===== src/rtl/approx_chk_pkg.sv =====
// Shared types and helpers for the approximate-adder error monitor.
package approx_chk_pkg;

  typedef enum logic [1:0] {IDLE, SWEEP, FIN} state_t;

  localparam int unsigned DEFAULT_ET = 4;

  function automatic int unsigned op_width(input int unsigned in_w);
    return in_w / 2;
  endfunction

  function automatic int unsigned cnt_width(input int unsigned in_w);
    return in_w + 1;
  endfunction

endpackage


===== src/rtl/approx_abs_diff.sv =====
// Exact sum of two N-bit operands and its absolute distance from the approximate output.
module approx_abs_diff
  import approx_chk_pkg::*;
#(
  parameter int unsigned N     = 2,
  parameter int unsigned OUT_W = 3
) (
  input  logic [N-1:0]     a,
  input  logic [N-1:0]     b,
  input  logic [OUT_W-1:0] approx,
  output logic [OUT_W-1:0] err
);

  logic [OUT_W-1:0] exact;

  always_comb begin
    exact = OUT_W'(a) + OUT_W'(b);
    err   = (exact >= approx) ? (exact - approx) : (approx - exact);
  end

endmodule


===== src/rtl/approx_error_monitor.sv =====
// Exhaustive-sweep error monitor for a combinational approximate adder.
// Optional Σerr accumulator/port enabled by defining APPROX_ERR_SUM_EN.
module approx_error_monitor
  import approx_chk_pkg::*;
#(
  parameter int unsigned IN_W = 4,
  parameter int unsigned OUT_W = 3,
  parameter int unsigned ET = DEFAULT_ET
) (
  input  logic              clk,
  input  logic              rst,
  input  logic              start,
  output logic [IN_W-1:0]   stim,
  input  logic [OUT_W-1:0]  approx_out,
  output logic              busy,
  output logic              done,
  output logic [OUT_W-1:0]  max_err,
  output logic [IN_W:0]     err_count,
  output logic              violation
`ifdef APPROX_ERR_SUM_EN
  ,
  output logic [IN_W+OUT_W-1:0] sum_err
`endif
);

  localparam int unsigned N  = op_width(IN_W);
  localparam int unsigned CW = cnt_width(IN_W);
  localparam logic [31:0] ET_W = ET;

  state_t           state, state_next;
  logic [OUT_W-1:0] err;
  logic [OUT_W-1:0] max_next;
  logic             last;

  approx_abs_diff #(.N(N), .OUT_W(OUT_W)) u_diff (
    .a      (stim[N-1:0]),
    .b      (stim[IN_W-1:N]),
    .approx (approx_out),
    .err    (err)
  );

  always_comb begin
    max_next = (err > max_err) ? err : max_err;
    last     = (stim == '1);
  end

  always_ff @(posedge clk) begin
    if (rst) state <= IDLE;
    else     state <= state_next;
  end

  always_comb begin
    state_next = state;
    busy       = 1'b0;
    done       = 1'b0;
    case (state)
      IDLE:  if (start) state_next = SWEEP;
      SWEEP: begin
        busy = 1'b1;
        if (last) state_next = FIN;
      end
      FIN: begin
        done       = 1'b1;
        state_next = IDLE;
      end
      default: state_next = IDLE;
    endcase
  end

  // violation is latched on the final sweep edge so it is already valid while done is high
  always_ff @(posedge clk) begin
    if (rst) begin
      stim      <= '0;
      max_err   <= '0;
      err_count <= '0;
      violation <= 1'b0;
    end else begin
      case (state)
        IDLE: if (start) begin
          stim      <= '0;
          max_err   <= '0;
          err_count <= '0;
          violation <= 1'b0;
        end
        SWEEP: begin
          max_err   <= max_next;
          err_count <= err_count + CW'(err != '0);
          stim      <= stim + IN_W'(1);
          if (last) violation <= ({{(32-OUT_W){1'b0}}, max_next} > ET_W);
        end
        default: ;
      endcase
    end
  end

`ifdef APPROX_ERR_SUM_EN
  always_ff @(posedge clk) begin
    if (rst)                          sum_err <= '0;
    else if (state == IDLE && start)  sum_err <= '0;
    else if (state == SWEEP)          sum_err <= sum_err + (IN_W+OUT_W)'(err);
  end
`endif

endmodule


===== config.mk =====
export PLATFORM = sky130hd
export DESIGN_NAME = approx_error_monitor
export DESIGN_NICKNAME = d
export VERILOG_FILES = /design/src/rtl/approx_chk_pkg.sv /design/src/rtl/approx_abs_diff.sv /design/src/rtl/approx_error_monitor.sv
export SDC_FILE = /design/constraint.sdc
export NUM_CORES = 1
export LEC_CHECK = 0
export ABC_AREA = 1
export ABC_CLOCK_PERIOD_IN_PS = 3760
export CORE_MARGIN = 2
export CORE_UTILIZATION = 50
export CTS_CLUSTER_DIAMETER = 40
export DETAILED_ROUTE_END_ITERATION = 8
export PLACE_DENSITY_LB_ADDON = 0.2
export RECOVER_POWER = 25
export SLEW_MARGIN = 0
export SYNTH_ARGS = -nofsm -noshare
export SYNTH_HDL_FRONTEND = slang
export SYNTH_SLANG_ARGS = --single-unit
export TNS_END_PERCENT = 1

===== constraint.sdc =====
create_clock -name clk -period 3.76 [get_ports clk]
set_input_delay 0.376 -clock clk [delete_from_list [all_inputs] [get_ports clk]]
set_output_delay 0.376 -clock clk [all_outputs]
set_load 0.03 [all_outputs]

### Word-level counts from Yosys, hierarchy flattened

Index checks and enable logic that the tools add are counted.
Widths: inputs -> output; s select.

| cells by class | value |
|---|---|
| reduce and logical (&&, ||, !) cells | 6 |
| add/subtract/negate cells | 5 |
| muxes and demuxes | 16 |
| equality and inequality tests | 5 |
| magnitude comparators | 3 |

Operator list:

| kind | number |
|---|---|
| $pmux 5 s2 | 1 |
| $mux 3 | 3 |
| $pmux 4 s2 | 1 |
| $pmux 3 s2 | 1 |
| $sub 3x3->3 | 2 |
| $add 5x1->5 | 1 |
| $mux 5 | 1 |
| $add 4x1->4 const B | 1 |
| $eq 4x4->1 const B | 1 |
| $mux 1 | 4 |
| $mux 2 | 2 |
| $mux 4 | 1 |
| $ne 2x2->1 const B | 2 |
| $pmux 2 s2 | 1 |
| $reduce_and 2->1 | 2 |
| $add 2x2->3 | 1 |
| $ge 3x3->1 | 1 |
| $gt 3x3->1 | 1 |
| $gt 3x3->1 const B | 1 |
| $reduce_and 3->1 | 1 |
| $reduce_bool 3->1 | 1 |
| $eq 2x1->1 const B | 1 |
| $eq 2x2->1 const B | 1 |
| $logic_not 2->1 | 1 |
| 2 further kinds | 2 |

| storage, ports and cells | value |
|---|---|
| bits in registers | 15 |
| word-level logic and storage cells | 40 |
| output and inout bits | 15 |

### Logic depth before layout (Yosys ltp)

Gate-level depths: netlist of the first run.

| logic depth | value |
|---|---|
| depth after elaboration | 8 |
| mapped depth | 22 |
| mapped depth without buffers | 22 |

### Modules after synthesis

From an unflattened synthesis of the first run, not the netlist that was laid out.

| second synthesis, totals | value |
|---|---|
| cells, all modules | 145 |
| area, all modules | 1043.5 µm² |

Modules (own cells, without submodules):

| module | cells an instance | area each (µm²) | seq. area each (µm²) | times used |
|---|---|---|---|---|
| approx_error_monitor | 107 | 790.8 | 300.3 | 1 |
| approx_abs_diff | 38 | 252.7 | 0.0 | 1 |

### Worst setup path after synthesis of the first run

OpenSTA, ideal clock, no wires.

| path | value |
|---|---|
| kind | flip-flop to flip-flop |
| from | reg stim[2] |
| to | reg violation |
| stages on the path, launching flop included | 20 |
| arrival time | 3.110 ns |
| slack | 0.584 ns |
| data required time | 3.694 ns |
| cells stage by stage | dfxtp_1 ha_1 inv_1 fa_1 inv_1 fa_1 xor2_1 nand3_1 nand2_2 inv_1 ha_1 a21oi_1 nand2_1 nand2_2 inv_1 nand3_1 nand2_1 nand2_1 nand3_1 a21oi_2 |

| on the way | value |
|---|---|
| longest elaborated chain between the ends | 8 |
| elaborated cells between the ends (all ways) | 13 |
| classes of those cells | add/sub: 3; order compare: 3; eq/ne: 2; mux: 4; reduce/logical: 1 |

Ends and longest elaborated chain:

| what | line | text |
|---|---|---|
| from (decl) | approx_error_monitor.sv:13 | `output logic [IN_W-1:0] stim,` |
| from (signal assigned) | approx_error_monitor.sv:88 | `stim <= stim + IN_W'(1);` |
| $add 2x2->3 | approx_abs_diff.sv:17 | `exact = OUT_W'(a) + OUT_W'(b);` |
| $sub 3x3->3 or $ge 3x3->1 (tied branches) | approx_abs_diff.sv:18 | `err = (exact >= approx) ? (exact - approx) : (approx - exact);` |
| $mux 3 | approx_abs_diff.sv:18 |  |
| $gt 3x3->1 | approx_error_monitor.sv:43 | `max_next = (err > max_err) ? err : max_err;` |
| $mux 3 | approx_error_monitor.sv:43 |  |
| $gt 3x3->1 | approx_error_monitor.sv:89 | `if (last) violation <= ({{(32-OUT_W){1'b0}}, max_next} > ET_W);` |
| $mux 1 | approx_error_monitor.sv:89 |  |
| $pmux 1 s2 | approx_error_monitor.sv:78 | `case (state)` |
| to (signal assigned) | approx_error_monitor.sv:89 |  |
| to (decl) | approx_error_monitor.sv:19 | `output logic violation` |

Several ways; a longest one is shown, not always the timed one. The select of a mux whose other input is x is not followed.
A chain may end at the register's enable or synchronous reset.

### Worst setup path after layout of the first run

Same ends and word-level chain as after synthesis.

==> impl_metrics.yaml, run 1 <==
outcome:
  outcome: "completed"
synth:
  synth_fp_nets: 152
  yosysTopAreaCell: "dfxtp_1"
  yosysWarnings: 0
  synth_top_cell_area_share_pct: 29.89
  synth_area_mm2: 0.001005
  avgSynthCellArea_um2: 7.670
  ys_seq_area_share_pct: 29.89
  synthCells: 131
  synth_seq_cells: 15
  ys_top_cells_by_area: "dfxtp_1 30%, ha_1 15%, nand2_1 10%, inv_1 9.0%, fa_1 6.0%"
  yosys.cell_types.count: 24
clocking:
  root_buffer: "clkbuf_4"
  numClockSinks: 15
  clk_latency_ns: 0.29
  cts_setup_buffers: 0
  htreeDepth: 1
  clk_pin_slew_ns: 0.10
  numCtsBuffers: 3
  cts_tree: "done"
  hold_buffers: 0
  clock_path_buffers: 2
  cts_resized: 0
power_and_ir_drop:
  power.density_mw_per_mm2: 326.0
  ir_drop_v: 0.0002190
  cellLeakagePower_nw: 0.5867
  total_power_mw: 0.4112
sta:
  whs_ns: 0.4733
  tightest_slew_ns: 0.3439
  relSlewSlack_pct: 77.00
  post-route-period-util_pct: 84.76
  finClkSkew_ns: 0.008896
  setup_violations: 0
  hold_viol: 0
  rsz0062_at_grt: "no"
  min_period_ns: 3.187
  final.setup.tns_ns: 0
  fmax_ghz: 0.3138
  slew_viol_final: 0
grt:
  grt_usage_pct: 19.78
  grt_max_degree: 10
  grt_pass1_vias: 881
  antenna_found_initial: 0
  grt_pass1_wl_mm: 3.677
  grt_overflow: 0
finish:
  seqCellArea_um2: 300.3
  diodes: 0
  final_common_cell: "nand2_1"
  n_fill_cell: 170
  instances_no_fill: 181
  post-route-util_pct: 65.63
  layout-drive-gt1-share_pct: 7.792
  multiInputGateArea_um2: 601.8
  area_delta_synth_final_pct: 25.53
  fin_nets: 176
  most-common-layout-cells: "27 x nand2_1, 24 x inv_1, 17 x clkdlybuf4s50_1"
die:
  die_h_um: 48.83
  die_x_um: 48.83
  core-area_mm2: 0.001922
  ios: 21
  dieArea_mm2: 0.002384
  initial_core_util_pct: 52.28
  row_count: 16
drt:
  ant_nets: 0
  dr.pass1.iters: 4
  dr_total_vias: 915
  post_drt_via_cell_ratio: 5.055
  drt_iter0_drc: 29
  wl_per_cell_um: 11.23
  wl_mm: 2.033
  drc: 0
worst_setup_path:
  startpoint: "stim[2]"
  cp_max_fo: 7
  crit_type: "reg -> reg"
  r2r_slack_ns: 0.57
  end_kind: "flop"
  rr_startpoint: "stim[2]"
  crit_arrival_ns: 3.42
  start_kind: "flop"
  crit_required_ns: 3.99
job:
  cap_violations: 0
placed_design:
  dp_hpwl_mm: 1.662
  io_buffers: 20
  gp_congestion: 0.8099
  dp_cells: 177
min_path:
  hold_start: "err_count[4]"
  holdCritPathClass: "reg -> reg"
## worst paths after layout
path                                endpoint  cells past startpoint
worst max-delay path               violation                     19
worst min-delay path            err_count[4]                      1
worst min register to register  err_count[4]                      1
worst max register to register     violation                     19
## worst max-delay path: stages, from the launching register on
cell and delay (ns):
dfxtp_1 0.45, ha_1 0.18, inv_1 0.05, fa_1 0.53, inv_1 0.09, fa_1 0.40
xor2_1 0.14, nand3_1 0.09, nand2_2 0.09, inv_1 0.04, ha_1 0.29, a21oi_1 0.13
nand2_1 0.09, nand2_2 0.11, inv_1 0.05, nand3_1 0.06, nand2_1 0.07, nand2_1 0.06
nand3_1 0.08, a21oi_2 0.12
## flip-flops by register name, summed over array words and instances (netlist names)
| signal | count |
|---|---|
| stim | 4 |
| max_err | 3 |
| violation | 1 |
| state | 2 |
| err_count | 5 |
## report_power, final
part / internal (mW) / switching (mW)
clock: 0.0396 / 0.0538
combinational: 0.0559 / 0.0881
sequential: 0.167 / 0.00674
total: 0.263 / 0.149
## cells in the mapped netlist
master    instances
inv_1            24
o22ai_1           2
a21oi_1           8
nor2_1            5
a21oi_2           2
nand3b_1          1
fa_1              3
nor2_4            1
xor2_1            2
o21ai_2           1
nand2_1          27
a32oi_1           1
a211oi_1          1
o211a_1           1
nor3_1            1
nand2_2           2
nand3_1           9
ha_1             12
inv_2             2
buf_2             1
dfxtp_1          15
nand4_1           2
o21ai_0           5
a32o_1            3
## layer usage
layer	up-vias	GRT usage, %	wire length [um]	share of wire [%]
li1	478	-	-	-
met1	417	24.66	921	45
met5	-	0	0	0
met2	16	33.11	999	49
met3	4	5.828	89	4.4
met4	0	5.714	23	1.1
## through the flow
stage	instance area (um2)	setup WS [ns]
2_1_floorplan	1005	0.5844
3_5_place_dp	1234	0.5641
3_3_place_gp	1234	0.6423
5_1_grt	1261	0.2355
4_1_cts	1261	0.5502
6_report	1261	0.5728
## final cells by class
class / count / area share (%)
clock buffers: 3 / 1.786
clock inverters: 1 / 0.3968
inverters: 26 / 7.738
multi-input cells: 89 / 47.72
flip-flops and latches: 15 / 23.81
well taps: 27 / 2.679
repair buffers: 20 / 15.87
## kinds of logic (layout without fill, tap and decap cells)
kind of cell	Yosys count	after routing	share of synthesized area, %
xor gates and xnor gates	2	2	1.744
AOI/OAI and AO/OA	24	24	15.94
buffers and inverters	27	50	10.21
adders and majority gates	15	15	20.92
and+or+nand+nor	48	48	21.29
DFF	15	15	29.89
No activity file was read; power rests on OpenSTA's default activity.
==> run 2: changes to the inputs <==
ABC_CLOCK_PERIOD_IN_PS = 2600   (was 3760)
CORE_UTILIZATION = 45   (was 50)
clock period = 2.6 ns   (was 3.76 ns; I/O delays follow)
==> impl_metrics.yaml, run 2 (synthesis gave the netlist of run 1 again) <==
finish:
  reg.largest.list: "err_count: 5 flops, stim: 4 flops, max_err: 3 flops"
  largest_reg_flops: 5
  seqCellArea_um2: 310.3
  layout-drive-gt1-share_pct: 26.67
  fin_nets: 187
  final_common_cell: "nand2_1"
  area_delta_synth_final_pct: 41.72
  multiInputGateArea_um2: 674.4
  diodes: 0
  most-common-layout-cells: "26 x nand2_1, 20 x inv_1, 20 x clkdlybuf4s50_1"
  top_register: "err_count"
  finish.instance_area_mm2: 0.001424
  n_fill_cell: 211
grt:
  grt_pass1_wl_mm: 3.891
  grt_usage_pct: 19.69
  grt_max_degree: 10
  antenna_found_initial: 0
  grt_overflow: 0
  grt_pass1_vias: 931
power_and_ir_drop:
  power_frac_clock_pct: 20.3
  ir_drop_v: 0.0003948
  power.density_mw_per_mm2: 455.4
  p_sw_share_pct: 36.63
  internal_power_mw: 0.4109
  seq_power_share_pct: 38.5
  p_switching_mw: 0.2375
  cellLeakagePower_nw: 0.6316
  p_comb_share_pct: 41.2
die:
  ios: 21
  core-area_mm2: 0.002170
  die_x_um: 51.25
  initial_core_util_pct: 46.31
  row_count: 17
  dieArea_mm2: 0.002627
  die_h_um: 51.25
worst_setup_path:
  end_kind: "flop"
  crit_required_ns: 2.82
  start_kind: "flop"
  crit_arrival_ns: 3.11
  crit_type: "reg -> reg"
  cp_max_fo: 5
clocking:
  clk_latency_ns: 0.28
  numCtsBuffers: 3
  cts_setup_buffers: 0
  clk_pin_slew_ns: 0.09
  htreeDepth: 1
  numClockSinks: 15
  cts_tree: "done"
  clock_path_buffers: 2
  root_buffer: "clkbuf_4"
  hold_buffers: 0
sta:
  finClkSkew_ns: 0.007745
  layout_setup_ws_ns: -0.2872
  min_period_ns: 2.887
  setup_violations: 8
  post-route-period-util_pct: 111.0
  fmax_ghz: 0.3464
  whs_ns: 0.4731
  rsz0062_at_grt: "yes"
  tightest_slew_ns: 0.3988
  hold_viol: 0
  slew_viol_final: 0
  relSlewSlack_pct: 73.31
drt:
  wl_mm: 2.161
  post_drt_via_cell_ratio: 5.031
  wl_met3_um: 73
  dr.pass1.iters: 4
  dr.max_layer_used: "met4"
  met2_length_mm: 1.076
  wl_per_cell_um: 11.20
  drc: 0
  dr_total_vias: 971
  ant_nets: 0
  drt_iter0_drc: 9
  wirelength_met1_mm: 1.002
placed_design:
  postPlaceCellArea_mm2: 0.001363
  dp_hpwl_mm: 1.710
  gp_congestion: 0.8012
  io_buffers: 20
job:
  cap_violations: 0
outcome:
  outcome: "finished, violations left"
  failed_checks: "negative setup slack"
min_path:
  holdCritPathClass: "reg -> reg"
run 2: cell count changes in the layout (fill, tap and decap cells not counted), sizes merged:
cell           change
buf               +10
clkbuf             +1
dlygate4sd3        -3
clkdlybuf4s50      +3
run 2: final timing paths:
kind / start / endpoint / slack (ns) / cells after the start
max: stim[2] / violation / -0.29 / 18
min: err_count[4] / err_count[4] / 0.47 / 1
max reg2reg: stim[2] / violation / -0.29 / 18
min reg2reg: err_count[4] / err_count[4] / 0.47 / 1
run 2: power by group through the flow:
stage,logic (mW),clock network (mW),registers (mW)
floorplan,0.143,0,0.276
global placement,0.238,0,0.254
detailed placement,0.245,0,0.255
CTS,0.267,0.138,0.250
global route,0.295,0.147,0.251
finish,0.267,0.132,0.250
run 2: repair_timing:
item / CTS / global route
resized for setup: 10 / 3
pin swaps: 5 / 4
endpoints found under the setup margin: 9 / 9
run 2: layer usage:
layer / global-route usage, % / up-vias
met2: 34.85 / 17
met5: 0 / -
met4: 3.947 / 0
met3: 5.263 / 2
met1: 23.96 / 450
li1: - / 502
run 2: critical path, stage by stage, from the launching register on:
cell and delay (ns):
dfxtp_4 0.36, ha_4 0.12, inv_2 0.03, fa_2 0.55
inv_2 0.05, fa_2 0.34, xor2_1 0.17, nand3_1 0.11
nand2_2 0.11, inv_2 0.05, ha_4 0.28, nand3_2 0.07
nand2_2 0.09, nand2_4 0.07, a21oi_2 0.11, nand2_1 0.07
nand2_1 0.07, nand3_2 0.06, a21oi_2 0.11
run 2: layout make-up:
cell class	instances	share of cell area, %
Multi-Input combinational cell	89	47.36
Sequential cell	15	21.79
Timing Repair Buffer	31	19.60
Inverter	26	6.854
Tap cell	28	2.460
Clock buffer	3	1.582
Clock inverter	1	0.3515
run 2: through the flow:
step	total power, mW	TNS (ns)	cells	util [%]	setup slack [ns]
global route	0.6933	-2.786	193	65.63	-0.4962
floorplan	0.4195	-1.091	131	-	-0.2710
detailed placement	0.5004	-1.850	189	62.80	-0.3654
CTS	0.6550	-1.356	193	65.57	-0.3033
global placement	0.4928	-1.338	189	62.80	-0.2637
finish	0.6484	-1.237	193	65.63	-0.2872
==> run 3: changes to the inputs <==
CORE_MARGIN = 10   (was 2)
GPL_ROUTABILITY_DRIVEN = 1   (was default)
GPL_TIMING_DRIVEN = 0   (was default)
==> impl_metrics.yaml, run 3 (synthesis gave the netlist of run 1 again) <==
worst_setup_path:
  start_kind: "flop"
  end_kind: "flop"
  crit_arrival_ns: 3.16
  cp_max_fo: 5
  crit_required_ns: 2.83
  crit_type: "reg -> reg"
die:
  core-area_mm2: 0.002170
  die_x_um: 67.25
  dieArea_mm2: 0.004523
  initial_core_util_pct: 46.31
  row_count: 17
  die_h_um: 67.25
  ios: 21
clocking:
  clk_pin_slew_ns: 0.09
  htreeDepth: 1
  root_buffer: "clkbuf_4"
  clock_path_buffers: 2
  numClockSinks: 15
  numCtsBuffers: 3
  cts_tree: "done"
  clk_latency_ns: 0.28
finish:
  top_register: "err_count"
  layout-drive-gt1-share_pct: 24.22
  diodes: 0
  largest_reg_flops: 5
  fin_nets: 183
  final_common_cell: "nand2_1"
  reg.largest.list: "err_count: 5 flops, stim: 4 flops, max_err: 3 flops"
  n_fill_cell: 187
  area_delta_synth_final_pct: 39.35
  most-common-layout-cells: "25 x nand2_1, 21 x inv_1, 19 x clkdlybuf4s50_1"
  instances_no_fill: 189
grt:
  grt_overflow: 0
  antenna_found_initial: 0
  grt_pass1_vias: 921
  grt_usage_pct: 11.14
  grt_pass1_wl_mm: 3.946
  grt_max_degree: 10
sta:
  finClkSkew_ns: 0.0003572
  slew_viol_final: 0
  layout_setup_ws_ns: -0.3354
  min_period_ns: 2.935
  rsz0062_at_grt: "yes"
  relSlewSlack_pct: 71.50
  tightest_slew_ns: 0.4260
  post-route-period-util_pct: 112.9
  fmax_ghz: 0.3407
  setup_violations: 9
  hold_viol: 0
placed_design:
  io_buffers: 19
  gp_congestion: 0.7844
  dp_cells: 178
  dp_hpwl_mm: 1.809
  dp_slack_ns: -0.3829
drt:
  drc: 0
  wl_mm: 2.320
  dr.max_layer_used: "met4"
  met2_length_mm: 1.163
  dr_total_vias: 940
  wl_per_cell_um: 12.28
  drt_iter0_drc: 32
  wl_met3_um: 150
  wirelength_met1_um: 996
  post_drt_via_cell_ratio: 4.974
  ant_nets: 0
  dr.pass1.iters: 4
power_and_ir_drop:
  cellLeakagePower_nw: 0.6175
  ir_drop_v: 0.0002850
  power.density_mw_per_mm2: 461.2
job:
  cap_violations: 0
outcome:
  outcome: "finished, violations left"
  failed_checks: "negative setup slack"
min_path:
  holdCritPathClass: "in -> reg"
run 3: cell count changes in the layout (fill, tap and decap cells not counted), moves of 2 or more:
| cell | delta |
|---|---|
| buf_4 | -3 |
| ha_2 | -2 |
| nand3_1 | +3 |
| ha_4 | +2 |
| nand3_2 | -3 |
run 3: cell type report:
class / count / area (um2) / share of cell area (%)
Clock inverter: 1 / 5.005 / 0.3575
Buffer: 1 / 5.005 / 0.3575
Multi-Input combinational cell: 89 / 681.9 / 48.70
Clock buffer: 3 / 22.52 / 1.609
Sequential cell: 15 / 310.3 / 22.16
Timing Repair Buffer: 26 / 242.7 / 17.34
Inverter: 26 / 97.59 / 6.971
Tap cell: 28 / 35.03 / 2.502
run 3: power by group:
group	leakage, nW	total, mW	internal, mW	switching [mW]
combinational	0.475	0.259	0.111	0.148
sequential	0.124	0.251	0.241	0.0100
clock	0.0177	0.135	0.0572	0.0783
total	0.617	0.646	0.409	0.236
run 3: worst max-delay path: stages (launching register included):
cell and delay [ns]:
dfxtp_4 0.37, ha_4 0.13, inv_2 0.03, fa_2 0.55, inv_2 0.06, fa_2 0.34
xor2_1 0.17, nand3_1 0.10, nand2_2 0.11, inv_2 0.05, ha_4 0.27, nand3_1 0.08
nand2_2 0.10, nand2_4 0.07, a21oi_2 0.13, nand2_1 0.08, nand2_1 0.07, nand3_1 0.08
a21oi_2 0.11
run 3: worst paths after layout:
| path | startpoint | to | slack (ns) | depth (start not counted) |
|---|---|---|---|---|
| max | stim[2] | violation | -0.34 | 18 |
| min | rst | violation | 0.24 | 2 |
| max reg2reg | stim[2] | violation | -0.34 | 18 |
| min reg2reg | violation | violation | 0.48 | 2 |
run 3: what timing repair did:
item,in CTS,in global routing
buffers inserted,5,2
endpoints found under the hold margin,0,0
setup endpoints to repair,9,9
resized for setup,6,6
pin swaps,7,4
hold buffers,0,0
run 3: metrics by stage:
stage          hold WS [ns]  TNS, ns  utilization [%]  cell area [um2]  power (mW)
3_5_place_dp         0.4643   -2.113            58.77             1275      0.4809
3_3_place_gp         0.4528   -1.562            58.77             1275      0.4741
4_1_cts              0.2151   -1.246            62.69             1360      0.6348
2_1_floorplan        0.5012   -1.091                -             1050      0.4195
5_1_grt              0.2281   -3.007            64.53             1400      0.6928
6_report             0.2374   -1.682            64.53             1400      0.6457
run 3: layer usage:
metal  track usage (%)  vias to the layer above
li1                  -                      495
met1             11.78                      424
met2             19.19                       19
met3             4.628                        2
met4             4.615                        0
met5                 0                        -
